==> src/rtl/ysyx_bus_arb_pkg.sv <==
// Shared types and helpers for the L1-to-AXI bus arbiter.
`ifndef YSYX_XLEN
`define YSYX_XLEN 32
`endif

package ysyx_pkg;

  typedef enum logic [2:0] {
    IDLE,
    I_AR,
    I_R,
    D_AR,
    D_R,
    D_W,
    D_B
  } bus_arb_state_e;

  localparam logic [1:0] AXI_BURST_INCR = 2'b01;
  localparam logic [1:0] AXI_RESP_OKAY  = 2'b00;

  // Byte-strobe pattern to AXI size; unrecognised patterns fall back to a word.
  function automatic logic [2:0] strb2size(input logic [7:0] strb);
    case (strb)
      8'h01:   return 3'd0;
      8'h03:   return 3'd1;
      8'h0F:   return 3'd2;
      8'hFF:   return 3'd3;
      default: return 3'd2;
    endcase
  endfunction

  // Contiguous low-order mask with cnt ones, so a popcount can reuse strb2size.
  function automatic logic [7:0] cnt2mask(input logic [3:0] cnt);
    return 8'((9'd1 << cnt) - 9'd1);
  endfunction

endpackage

==> src/rtl/ysyx_bus_arb_if.sv <==
// L1 instruction- and data-cache bus interfaces seen by the arbiter.
`ifndef YSYX_XLEN
`define YSYX_XLEN 32
`endif

interface l1i_bus_if #(
  parameter int unsigned XLEN = `YSYX_XLEN
) ();
  logic            arvalid;
  logic [XLEN-1:0] araddr;
  logic            rready;
  logic [XLEN-1:0] rdata;
  logic            rvalid;
  logic            rlast;

  modport master (output arvalid, araddr, input rready, rdata, rvalid, rlast);
  modport slave  (input arvalid, araddr, output rready, rdata, rvalid, rlast);
endinterface

interface l1d_bus_if #(
  parameter int unsigned XLEN = `YSYX_XLEN
) ();
  logic              arvalid;
  logic [XLEN-1:0]   araddr;
  logic [7:0]        rstrb;
  logic              awvalid;
  logic [XLEN-1:0]   awaddr;
  logic              wvalid;
  logic [XLEN-1:0]   wdata;
  logic [XLEN/8-1:0] wstrb;
  logic              rready;
  logic [XLEN-1:0]   rdata;
  logic              rvalid;
  logic              rlast;
  logic              wready;

  modport master (
    output arvalid, araddr, rstrb, awvalid, awaddr, wvalid, wdata, wstrb,
    input  rready, rdata, rvalid, rlast, wready
  );
  modport slave (
    input  arvalid, araddr, rstrb, awvalid, awaddr, wvalid, wdata, wstrb,
    output rready, rdata, rvalid, rlast, wready
  );
endinterface

==> src/rtl/ysyx_bus_arb_wch.sv <==
// AW/W dual-handshake tracker: raises both valids together, drops each on its own ack.
module ysyx_bus_arb_wch (
  input  logic clock,
  input  logic reset,
  input  logic start,
  input  logic m_awready,
  input  logic m_wready,
  output logic m_awvalid,
  output logic m_wvalid,
  output logic done_c
);

  logic aw_done;
  logic w_done;
  logic aw_hs_c;
  logic w_hs_c;

  assign aw_hs_c = m_awvalid && m_awready;
  assign w_hs_c  = m_wvalid && m_wready;

  // Done in the cycle the later of the two handshakes completes.
  assign done_c = (aw_done || aw_hs_c) && (w_done || w_hs_c);

  always_ff @(posedge clock or negedge reset) begin
    if (!reset) begin
      m_awvalid <= 1'b0;
      m_wvalid  <= 1'b0;
      aw_done   <= 1'b0;
      w_done    <= 1'b0;
    end else if (start) begin
      m_awvalid <= 1'b1;
      m_wvalid  <= 1'b1;
      aw_done   <= 1'b0;
      w_done    <= 1'b0;
    end else begin
      if (aw_hs_c) begin
        m_awvalid <= 1'b0;
        aw_done   <= 1'b1;
      end
      if (w_hs_c) begin
        m_wvalid <= 1'b0;
        w_done   <= 1'b1;
      end
    end
  end

endmodule

==> src/rtl/ysyx_bus_arb.sv <==
// Serialises L1I refills and L1D accesses onto one AXI4 master port.
// Fixed priority D-write > D-read > I-read, re-evaluated only in IDLE.
`ifndef YSYX_XLEN
`define YSYX_XLEN 32
`endif

module ysyx_bus_arb
  import ysyx_pkg::*;
#(
  parameter int unsigned XLEN      = `YSYX_XLEN,
  parameter int unsigned L1I_BEATS = 4
) (
  input  logic              clock,
  input  logic              reset,
  l1i_bus_if.slave          l1i,
  l1d_bus_if.slave          l1d,
  output logic              m_arvalid,
  input  logic              m_arready,
  output logic [XLEN-1:0]   m_araddr,
  output logic [7:0]        m_arlen,
  output logic [2:0]        m_arsize,
  output logic [1:0]        m_arburst,
  input  logic              m_rvalid,
  output logic              m_rready,
  input  logic [XLEN-1:0]   m_rdata,
  input  logic [1:0]        m_rresp,
  input  logic              m_rlast,
  output logic              m_awvalid,
  input  logic              m_awready,
  output logic [XLEN-1:0]   m_awaddr,
  output logic [2:0]        m_awsize,
  output logic              m_wvalid,
  input  logic              m_wready,
  output logic [XLEN-1:0]   m_wdata,
  output logic [XLEN/8-1:0] m_wstrb,
  output logic              m_wlast,
  input  logic              m_bvalid,
  output logic              m_bready,
  input  logic [1:0]        m_bresp,
  output logic              bus_err
);

  localparam int unsigned STRB_W = XLEN / 8;
  localparam logic [2:0]  I_SIZE = 3'($clog2(STRB_W));
  localparam logic [7:0]  I_LEN  = 8'(L1I_BEATS - 1);

  bus_arb_state_e state;
  logic           i_flush;
  logic           i_rready;
  logic           d_rready;
  logic           d_wready;
  logic [3:0]     wstrb_cnt_c;
  logic           pick_dw_c;
  logic           wch_start_c;
  logic           wch_done_c;
  logic           i_rvalid_c;
  logic           d_rvalid_c;

  // A write request is still held in the cycle its wready pulse is visible; don't re-accept it.
  assign pick_dw_c   = l1d.awvalid && l1d.wvalid && !d_wready;
  assign wch_start_c = (state == IDLE) && pick_dw_c;
  assign wstrb_cnt_c = 4'($countones(l1d.wstrb));

  assign m_arburst = AXI_BURST_INCR;
  assign m_wlast   = 1'b1;

  ysyx_bus_arb_wch u_wch (
    .clock     (clock),
    .reset     (reset),
    .start     (wch_start_c),
    .m_awready (m_awready),
    .m_wready  (m_wready),
    .m_awvalid (m_awvalid),
    .m_wvalid  (m_wvalid),
    .done_c    (wch_done_c)
  );

  always_ff @(posedge clock or negedge reset) begin
    if (!reset) begin
      state     <= IDLE;
      m_arvalid <= 1'b0;
      m_araddr  <= '0;
      m_arlen   <= '0;
      m_arsize  <= '0;
      m_rready  <= 1'b0;
      m_bready  <= 1'b0;
      m_awaddr  <= '0;
      m_awsize  <= '0;
      m_wdata   <= '0;
      m_wstrb   <= '0;
      i_flush   <= 1'b0;
      i_rready  <= 1'b0;
      d_rready  <= 1'b0;
      d_wready  <= 1'b0;
    end else begin
      i_rready <= 1'b0;
      d_rready <= 1'b0;
      d_wready <= 1'b0;
      unique case (state)
        IDLE: begin
          if (pick_dw_c) begin
            state    <= D_W;
            m_awaddr <= l1d.awaddr;
            m_awsize <= strb2size(cnt2mask(wstrb_cnt_c));
            m_wdata  <= l1d.wdata;
            m_wstrb  <= l1d.wstrb;
          end else if (l1d.arvalid) begin
            state     <= D_AR;
            m_arvalid <= 1'b1;
            m_araddr  <= l1d.araddr;
            m_arlen   <= 8'd0;
            m_arsize  <= strb2size(l1d.rstrb);
          end else if (l1i.arvalid) begin
            state     <= I_AR;
            m_arvalid <= 1'b1;
            m_araddr  <= l1i.araddr;
            m_arlen   <= I_LEN;
            m_arsize  <= I_SIZE;
            i_flush   <= 1'b0;
          end
        end
        // Once the I-side withdraws, the rest of the burst is drained silently.
        I_AR: begin
          if (!l1i.arvalid) i_flush <= 1'b1;
          if (m_arready) begin
            state     <= I_R;
            m_arvalid <= 1'b0;
            m_rready  <= 1'b1;
            i_rready  <= 1'b1;
          end
        end
        I_R: begin
          if (!l1i.arvalid) i_flush <= 1'b1;
          if (m_rvalid && m_rlast) begin
            state    <= IDLE;
            m_rready <= 1'b0;
          end
        end
        D_AR: begin
          if (m_arready) begin
            state     <= D_R;
            m_arvalid <= 1'b0;
            m_rready  <= 1'b1;
            d_rready  <= 1'b1;
          end
        end
        D_R: begin
          if (m_rvalid) begin
            state    <= IDLE;
            m_rready <= 1'b0;
          end
        end
        D_W: begin
          if (wch_done_c) begin
            state    <= D_B;
            m_bready <= 1'b1;
          end
        end
        D_B: begin
          if (m_bvalid) begin
            state    <= IDLE;
            m_bready <= 1'b0;
            d_wready <= 1'b1;
          end
        end
        default: state <= IDLE;
      endcase
    end
  end

  // Read data is a zero-latency pass-through, gated by the owning R state.
  assign i_rvalid_c = (state == I_R) && m_rvalid && !i_flush && l1i.arvalid;
  assign d_rvalid_c = (state == D_R) && m_rvalid;

  assign l1i.rready = i_rready;
  assign l1i.rvalid = i_rvalid_c;
  assign l1i.rlast  = i_rvalid_c && m_rlast;
  assign l1i.rdata  = (state == I_R) ? m_rdata : '0;

  assign l1d.rready = d_rready;
  assign l1d.wready = d_wready;
  assign l1d.rvalid = d_rvalid_c;
  assign l1d.rlast  = d_rvalid_c;
  assign l1d.rdata  = (state == D_R) ? m_rdata : '0;

  assign bus_err = (m_rvalid && m_rready && (m_rresp != AXI_RESP_OKAY)) ||
                   (m_bvalid && m_bready && (m_bresp != AXI_RESP_OKAY));

endmodule

==> src/flat_wrapper.sv <==
// flat-port wrapper written by rule: the top's interface ports become plain ports
module ysyx_bus_arb_flat import ysyx_pkg::*;
#(
  parameter int unsigned XLEN      = `YSYX_XLEN,
  parameter int unsigned L1I_BEATS = 4
)
  (clock, reset, m_arvalid, m_arready, m_araddr, m_arlen, m_arsize, m_arburst, m_rvalid, m_rready, m_rdata, m_rresp, m_rlast, m_awvalid, m_awready, m_awaddr, m_awsize, m_wvalid, m_wready, m_wdata, m_wstrb, m_wlast, m_bvalid, m_bready, m_bresp, bus_err, l1i_arvalid, l1i_araddr, l1i_rready, l1i_rdata, l1i_rvalid, l1i_rlast, l1d_arvalid, l1d_araddr, l1d_rstrb, l1d_awvalid, l1d_awaddr, l1d_wvalid, l1d_wdata, l1d_wstrb, l1d_rready, l1d_rdata, l1d_rvalid, l1d_rlast, l1d_wready);
  l1i_bus_if #(.XLEN(XLEN)) l1i_i ();
  l1d_bus_if #(.XLEN(XLEN)) l1d_i ();
  input  logic clock;
  input  logic reset;
  output logic m_arvalid;
  input  logic m_arready;
  output logic [XLEN-1:0] m_araddr;
  output logic [7:0] m_arlen;
  output logic [2:0] m_arsize;
  output logic [1:0] m_arburst;
  input  logic m_rvalid;
  output logic m_rready;
  input  logic [XLEN-1:0] m_rdata;
  input  logic [1:0] m_rresp;
  input  logic m_rlast;
  output logic m_awvalid;
  input  logic m_awready;
  output logic [XLEN-1:0] m_awaddr;
  output logic [2:0] m_awsize;
  output logic m_wvalid;
  input  logic m_wready;
  output logic [XLEN-1:0] m_wdata;
  output logic [XLEN/8-1:0] m_wstrb;
  output logic m_wlast;
  input  logic m_bvalid;
  output logic m_bready;
  input  logic [1:0] m_bresp;
  output logic bus_err;
  input wire logic [$bits(l1i_i.arvalid)-1:0] l1i_arvalid;
  input wire logic [$bits(l1i_i.araddr)-1:0] l1i_araddr;
  output wire logic [$bits(l1i_i.rready)-1:0] l1i_rready;
  output wire logic [$bits(l1i_i.rdata)-1:0] l1i_rdata;
  output wire logic [$bits(l1i_i.rvalid)-1:0] l1i_rvalid;
  output wire logic [$bits(l1i_i.rlast)-1:0] l1i_rlast;
  input wire logic [$bits(l1d_i.arvalid)-1:0] l1d_arvalid;
  input wire logic [$bits(l1d_i.araddr)-1:0] l1d_araddr;
  input wire logic [$bits(l1d_i.rstrb)-1:0] l1d_rstrb;
  input wire logic [$bits(l1d_i.awvalid)-1:0] l1d_awvalid;
  input wire logic [$bits(l1d_i.awaddr)-1:0] l1d_awaddr;
  input wire logic [$bits(l1d_i.wvalid)-1:0] l1d_wvalid;
  input wire logic [$bits(l1d_i.wdata)-1:0] l1d_wdata;
  input wire logic [$bits(l1d_i.wstrb)-1:0] l1d_wstrb;
  output wire logic [$bits(l1d_i.rready)-1:0] l1d_rready;
  output wire logic [$bits(l1d_i.rdata)-1:0] l1d_rdata;
  output wire logic [$bits(l1d_i.rvalid)-1:0] l1d_rvalid;
  output wire logic [$bits(l1d_i.rlast)-1:0] l1d_rlast;
  output wire logic [$bits(l1d_i.wready)-1:0] l1d_wready;
  assign l1i_i.arvalid = l1i_arvalid;
  assign l1i_i.araddr = l1i_araddr;
  assign l1i_rready = l1i_i.rready;
  assign l1i_rdata = l1i_i.rdata;
  assign l1i_rvalid = l1i_i.rvalid;
  assign l1i_rlast = l1i_i.rlast;
  assign l1d_i.arvalid = l1d_arvalid;
  assign l1d_i.araddr = l1d_araddr;
  assign l1d_i.rstrb = l1d_rstrb;
  assign l1d_i.awvalid = l1d_awvalid;
  assign l1d_i.awaddr = l1d_awaddr;
  assign l1d_i.wvalid = l1d_wvalid;
  assign l1d_i.wdata = l1d_wdata;
  assign l1d_i.wstrb = l1d_wstrb;
  assign l1d_rready = l1d_i.rready;
  assign l1d_rdata = l1d_i.rdata;
  assign l1d_rvalid = l1d_i.rvalid;
  assign l1d_rlast = l1d_i.rlast;
  assign l1d_wready = l1d_i.wready;
  ysyx_bus_arb #(.XLEN(XLEN), .L1I_BEATS(L1I_BEATS)) u_core (.clock(clock), .reset(reset), .l1i(l1i_i), .l1d(l1d_i), .m_arvalid(m_arvalid), .m_arready(m_arready), .m_araddr(m_araddr), .m_arlen(m_arlen), .m_arsize(m_arsize), .m_arburst(m_arburst), .m_rvalid(m_rvalid), .m_rready(m_rready), .m_rdata(m_rdata), .m_rresp(m_rresp), .m_rlast(m_rlast), .m_awvalid(m_awvalid), .m_awready(m_awready), .m_awaddr(m_awaddr), .m_awsize(m_awsize), .m_wvalid(m_wvalid), .m_wready(m_wready), .m_wdata(m_wdata), .m_wstrb(m_wstrb), .m_wlast(m_wlast), .m_bvalid(m_bvalid), .m_bready(m_bready), .m_bresp(m_bresp), .bus_err(bus_err));
endmodule
==> config.mk <==
export PLATFORM = sky130hd
export DESIGN_NAME = ysyx_bus_arb_flat
export DESIGN_NICKNAME = d
export VERILOG_FILES = /design/src/rtl/ysyx_bus_arb_pkg.sv /design/src/rtl/ysyx_bus_arb_if.sv /design/src/rtl/ysyx_bus_arb_wch.sv /design/src/rtl/ysyx_bus_arb.sv /design/src/flat_wrapper.sv
export SDC_FILE = /design/constraint.sdc
export NUM_CORES = 1
export LEC_CHECK = 0
export CORE_AREA = 2 2 150 152
export CTS_BUF_LIST = sky130_fd_sc_hd__clkbuf_16
export CTS_CLUSTER_SIZE = 16
export DETAILED_ROUTE_END_ITERATION = 12
export DIE_AREA = 0 0 152 154
export GPL_TIMING_DRIVEN = 0
export PLACE_DENSITY = 0.67
export SKIP_LAST_GASP = 1
export SLEW_MARGIN = 10
export SYNTH_ARGS = -nofsm -noshare
export SYNTH_HDL_FRONTEND = slang
export SYNTH_SLANG_ARGS = --single-unit
==> constraint.sdc <==
create_clock -name clock -period 2.1 [get_ports clock]
set_clock_uncertainty 0.15 [all_clocks]
set_input_delay 0.315 -clock clock [delete_from_list [all_inputs] [get_ports clock]]
set_output_delay 0.315 -clock clock [all_outputs]
set_load 0.03 [all_outputs]
[Word level (Yosys, flattened, before mapping)]
Index checks and enable logic that the tools add are counted.
Operators by class
  $add $sub $neg: 4
  mux-type cells: 50
  bitwise gates (word level): 1
  reduce and logical (&&, ||, !) cells: 40
  shifts and indexed selects: 1
  eq/ne operators: 25
Operators with widths (count)
  2-to-1 mux 32 bit: 4
  2-to-1 mux 3 bit: 11
  2-to-1 mux 1 bit: 26
  case mux 3 bit (7 select lines): 1
  inequality test 2 bit, second input constant: 9
  == test 8 x 1 -> 1 bit, second input constant: 2
  == test 8 x 2 -> 1 bit, second input constant: 2
  == test 8 bit, second input constant: 2
  logical AND 1 bit: 16
  2-to-1 mux 8 bit: 2
  nonzero test 2 bit: 8
  case mux 2 bit (3 select lines): 2
  == test 3 bit, second input constant: 3
  AND reduction 4 bit: 2
  left shift 1 x 4 -> 8 bit, first input constant: 1
  subtractor 8 x 1 -> 8 bit, second input constant: 1
  AND reduction 7 bit: 1
  == test 3 x 2 -> 1 bit, second input constant: 2
  case mux 1 bit (2 select lines): 3
  AND reduction 3 bit: 2
  AND reduction 5 bit: 1
  adder 1 x 1 -> 2 bit: 2
  adder 4 bit: 1
  inequality test 2 x 1 -> 1 bit, second input constant: 2
  other kinds (11): 15
Storage, ports and cells
  input bits: 188
  register bits: 128
  word-level logic and storage cells: 140
  output and inout port bits: 194

[Logic depth before layout (Yosys ltp)]
  word-level depth: 6
  gate-level depth with buffers: 8
  mapped depth without buffers: 6

[By module]
From an unflattened synthesis, not the netlist that was laid out.
Unflattened totals
  cells, all modules: 461
  area total of the unflattened synthesis: 5799.3 µm²
Modules (own cells, without submodules)
  ysyx_bus_arb: area each 5647.9 µm², sequential area each 2877.8 µm², instances 1, cells an instance 448
  ysyx_bus_arb_wch: area each 151.4 µm², sequential area each 100.1 µm², instances 1, cells an instance 13

[Worst setup path after synthesis]
Ideal clock, no wire load.
  path kind: register to output
  from: reg u_core.state[0]
  to: out l1i_rlast
  arrival time: 2.054 ns
  path buffers: 0
  required time: 1.635 ns
  cell stages (with the launch flop): 4
  setup slack: -0.419 ns
  path through: dfrtp_1 > nand2b_2 > nor4_1 > and2_1
On the way
  word-level cells in the longest chain between the ends: 5
RTL lines
  start, declared: line ysyx_bus_arb.sv:47  | bus_arb_state_e state;
  start signal, assigned: line ysyx_bus_arb.sv:80  | state <= IDLE;
  start signal, assigned: line ysyx_bus_arb.sv:102  | state <= D_W;
  start signal, assigned: line ysyx_bus_arb.sv:108  | state <= D_AR;
  == test 3 x 2 -> 1 bit: line ysyx_bus_arb.sv:172  | assign i_rvalid_c = (state == I_R) && m_rvalid && !i_flush && l1i.arvalid;
  logical AND 1 bit (3 in a row): line ysyx_bus_arb.sv:172
  via l1i_rvalid: line flat_wrapper.sv:40  | output wire logic [$bits(l1i_i.rvalid)-1:0] l1i_rvalid;
  logical AND 1 bit: line ysyx_bus_arb.sv:177  | assign l1i.rlast = i_rvalid_c && m_rlast;
  end, declared: line flat_wrapper.sv:41  | output wire logic [$bits(l1i_i.rlast)-1:0] l1i_rlast;
The timed path passes the listed nets, and every way through them passes these cells.

[Worst setup path in the final report]
  from: reg u_core.state[0]
  to: out l1d_rvalid
On the way
  word-level cells in the longest chain between the ends: 2
RTL lines
  == test 3 bit: line ysyx_bus_arb.sv:173  | assign d_rvalid_c = (state == D_R) && m_rvalid;
  logical AND 1 bit: line ysyx_bus_arb.sv:173
  end, declared: line flat_wrapper.sv:52  | output wire logic [$bits(l1d_i.rvalid)-1:0] l1d_rvalid;
No other way between the ends.

==> qor.txt <==
Worst IR Drop VDD: 0.0005618 V
CP Class: flop to primary output
drt wl/cell: 16.37 um
violated checks: negative setup slack
DR pass1 iterations: 4
Initial Util: 0.2569
Synth Instances: 633
Slew Limit Headroom: 0.5859
sequential fraction of the synthesis area: 0.5345
most used flip-flop cell after synthesis: dfrtp_1
final wirelength: 21950 um
Fin. Hold Viols: 0
Synthesis Warnings: 0
Die Span X: 152 um
PnR worst setup slack: -106.6 ps
number of global-route vias before repair: 5796
Reg power frac: 0.243
area delta synth->final: 96.32%
Internal: 9.233 mW
Max Clock Freq: 0.4532 GHz
post-place instance area: 9703 sq um
Logic pwr share: 0.563
post-synthesis xor/xnor area fraction: 0.003144
IO Port Bufs: 370
largest net degree at the start of global routing: 69
Clk Latency, worst-skew pair: 410 ps
Setup WS pre-CTS: -756.4 ps
placed cells: 1293
total grt overflow: 0
top post-synthesis cells by area: dfrtp_1 53%, nand2_1 17%, mux2i_1 5.7%, and3_1 3.9%, and2_1 3.8%
Synth Area in Adders: 0.01033
DRC errors left: 0
Leak: 5.180 nW
Max Slew Vio Count: 0
CTS Sinks: 119
worst path required time: 1630 ps
first-iteration detailed-routing DRC count: 257
fin nets: 1241
Power Dens Cells: 1463 nW/um^2
Synth Area in Compound Gates: 0.06782
I/O pin count: 382
fin crit share: 1.051
final antenna-violating net count: 0
Hold Path Class: input pin to flop
vias post-DR: 5913
setup TNS: -3044 ps
CTS tree: built
cell taking the most area after synthesis: dfrtp_1
Yosys top cell area share: 0.5345
Final Cell Area: 10940 sq um
post-synthesis register bit count: 119
root buffer cell: clkbuf_16
share of cells above drive strength 1: 0.2121
Clk pin slew, worst setup/hold paths: 60 ps
HPWL after DPL: 16430 um
crit path launch type: flop
CTS H-tree lvls: 4
Tightest Pin Transition: 621.1 ps
max-cap violations: 0
CTS Buf Count: 17
Sw Share: 0.4229
crit end category: primary output
CP Max Fanout: 6
mux cell area share after synthesis: 0.05951
EDFF count, synth: 0
Async SR Flop Fraction: 1.000
global-route wire length before repair: 33360 um
crit path DAT: 1740 ps
initial antenna violation count: 0
row cnt: 54
Synth Cell Area: 5572 sq um
Die Y: 154 um
GRT Total Usage: 0.1825
worst hold slack: 242.2 ps
Final Critical Period: 2207 ps
utilization after layout: 0.5043
Core Area: 21690 sq um
clk buf depth: 2
# fillers: 2008
Syn Area/Cell: 8.802 sq um
endpoints failing setup: 62
fin cells: 1341
RSZ-0062 raised after global routing: true
Clk pwr share: 0.194
ANT cells: 0
vias per inst: 4.409
count of cell types in the netlist: 36
status: finished with violations
largest family of logic cells by synthesized area: simple AND/OR/NAND/NOR gates
net switching power figure: 6.766 mW
simple-gate share of the synthesized area: 0.2693
overall power: 16.00 mW
die area: 23410 sq um
RePlAce Congestion: 0.8296
worst paths after layout:
path	start	cells past startpoint	slack [ps]	endpoint
hold / removal	l1i_arvalid	2	240	u_core.i_flush$_DFFE_PN0P_
min in group asynchronous	reset	2	280	u_core.m_wdata[1]$_DFFE_PN0P_
setup / recovery	u_core.state[0]$_DFFE_PN0P_	7	-110	l1d_rvalid
setup reg to reg	u_core.state[1]$_DFFE_PN0P_	7	110	u_core.state[1]$_DFFE_PN0P_
max in group asynchronous	reset	3	790	u_core.m_araddr[20]$_DFFE_PN0P_
hold reg to reg	u_core.m_wdata[13]$_DFFE_PN0P_	2	320	u_core.m_wdata[13]$_DFFE_PN0P_
critical path: stages, from the launching register on:
cell	delay, ps
dfrtp_2	430
buf_6	130
nor2_4	140
buf_12	140
buf_8	110
and3_4	180
buf_6	90
buf_6	110
per-layer routing:
layer,global-route usage,wire (um)
met3,0.05722,1556
met5,0,0
met2,0.2949,10470
met1,0.2352,9566
met4,0.05429,358
repair_timing:
| action | in CTS | in global routing |
|---|---|---|
| resized for setup | 492 | 100 |
| endpoints found under the setup margin | 152 | 170 |
| pin swaps | 13 | 22 |
| hold endpoints to repair | 51 | 0 |
| buffers inserted | 10 | 2 |
| cloned | 4 | 2 |
| hold buffers | 1 | 0 |
cells in the final DEF, fill, tap and decap left out, types with 8 or more instances in the layout:
| master | instances |
|---|---|
| o21ai_0 | 39 |
| inv_1 | 10 |
| and2_4 | 31 |
| buf_6 | 69 |
| nor2_1 | 12 |
| a21oi_1 | 11 |
| clkbuf_1 | 8 |
| buf_2 | 17 |
| clkbuf_16 | 19 |
| and3_1 | 12 |
| clkdlybuf4s50_1 | 297 |
| buf_4 | 21 |
| nand2_1 | 251 |
| and3_4 | 23 |
| conb_1 | 11 |
| dfrtp_1 | 118 |
| mux2i_1 | 32 |
power by group through the flow:
stage | logic (mW) | clock network (mW) | registers [mW]
CTS | 8.55 | 3.19 | 3.89
floorplan | 2.46 | 0 | 5.77
global placement | 7.92 | 0 | 3.88
finish | 9.01 | 3.11 | 3.88
global route | 9.54 | 3.30 | 4.01
detailed placement | 7.98 | 0 | 3.92
synth_stat cells (3+ instances only):
library cell / number
nor4_1: 3
ha_1: 3
buf_4: 13
and2_1: 34
dfrtp_1: 119
clkbuf_1: 21
inv_1: 10
and3_1: 35
nand2_1: 252
buf_2: 16
o21ai_0: 41
mux2i_1: 32
a21oi_1: 11
nor2_1: 14
cells by family (layout without fill, tap and decap cells):
| family | after synthesis | in the layout |
|---|---|---|
| fa+ha+maj | 4 | 4 |
| other cells | 2 | 11 |
| xor+xnor | 2 | 2 |
| buf+inv | 62 | 481 |
| flops | 119 | 119 |
| simple gates | 346 | 346 |
| mux | 33 | 33 |
| compound gates | 65 | 65 |
state kept, by name, indices dropped and copies added (netlist names):
register                flops
u_core.m_arsize             2
u_core.m_rready             1
u_core.l1d.wready           1
u_core.m_wstrb              4
u_core.l1d.rready           1
u_core.m_awaddr            32
u_core.i_flush              1
u_core.m_wdata             32
u_core.m_araddr            32
u_core.u_wch.w_done         1
u_core.m_awsize             2
u_core.m_bready             1
u_core.l1i.rready           1
u_core.u_wch.aw_done        1
u_core.state                3
u_core.u_wch.m_awvalid      1
u_core.m_arvalid            1
u_core.u_wch.m_wvalid       1
u_core.m_arlen              1
layout make-up:
class | instances | area [sq um] | area share
Sequential cell | 119 | 2979 | 0.2724
Inverter | 10 | 37.54 | 0.003432
Tap cell | 280 | 350.3 | 0.03203
Multi-Input combinational cell | 461 | 2575 | 0.2354
Buffer | 51 | 361.6 | 0.03306
Timing Repair Buffer | 389 | 4008 | 0.3664
Clock buffer | 17 | 425.4 | 0.03889
Clock inverter | 14 | 201.4 | 0.01842
Note: power is estimated with default switching activity, not from simulation.
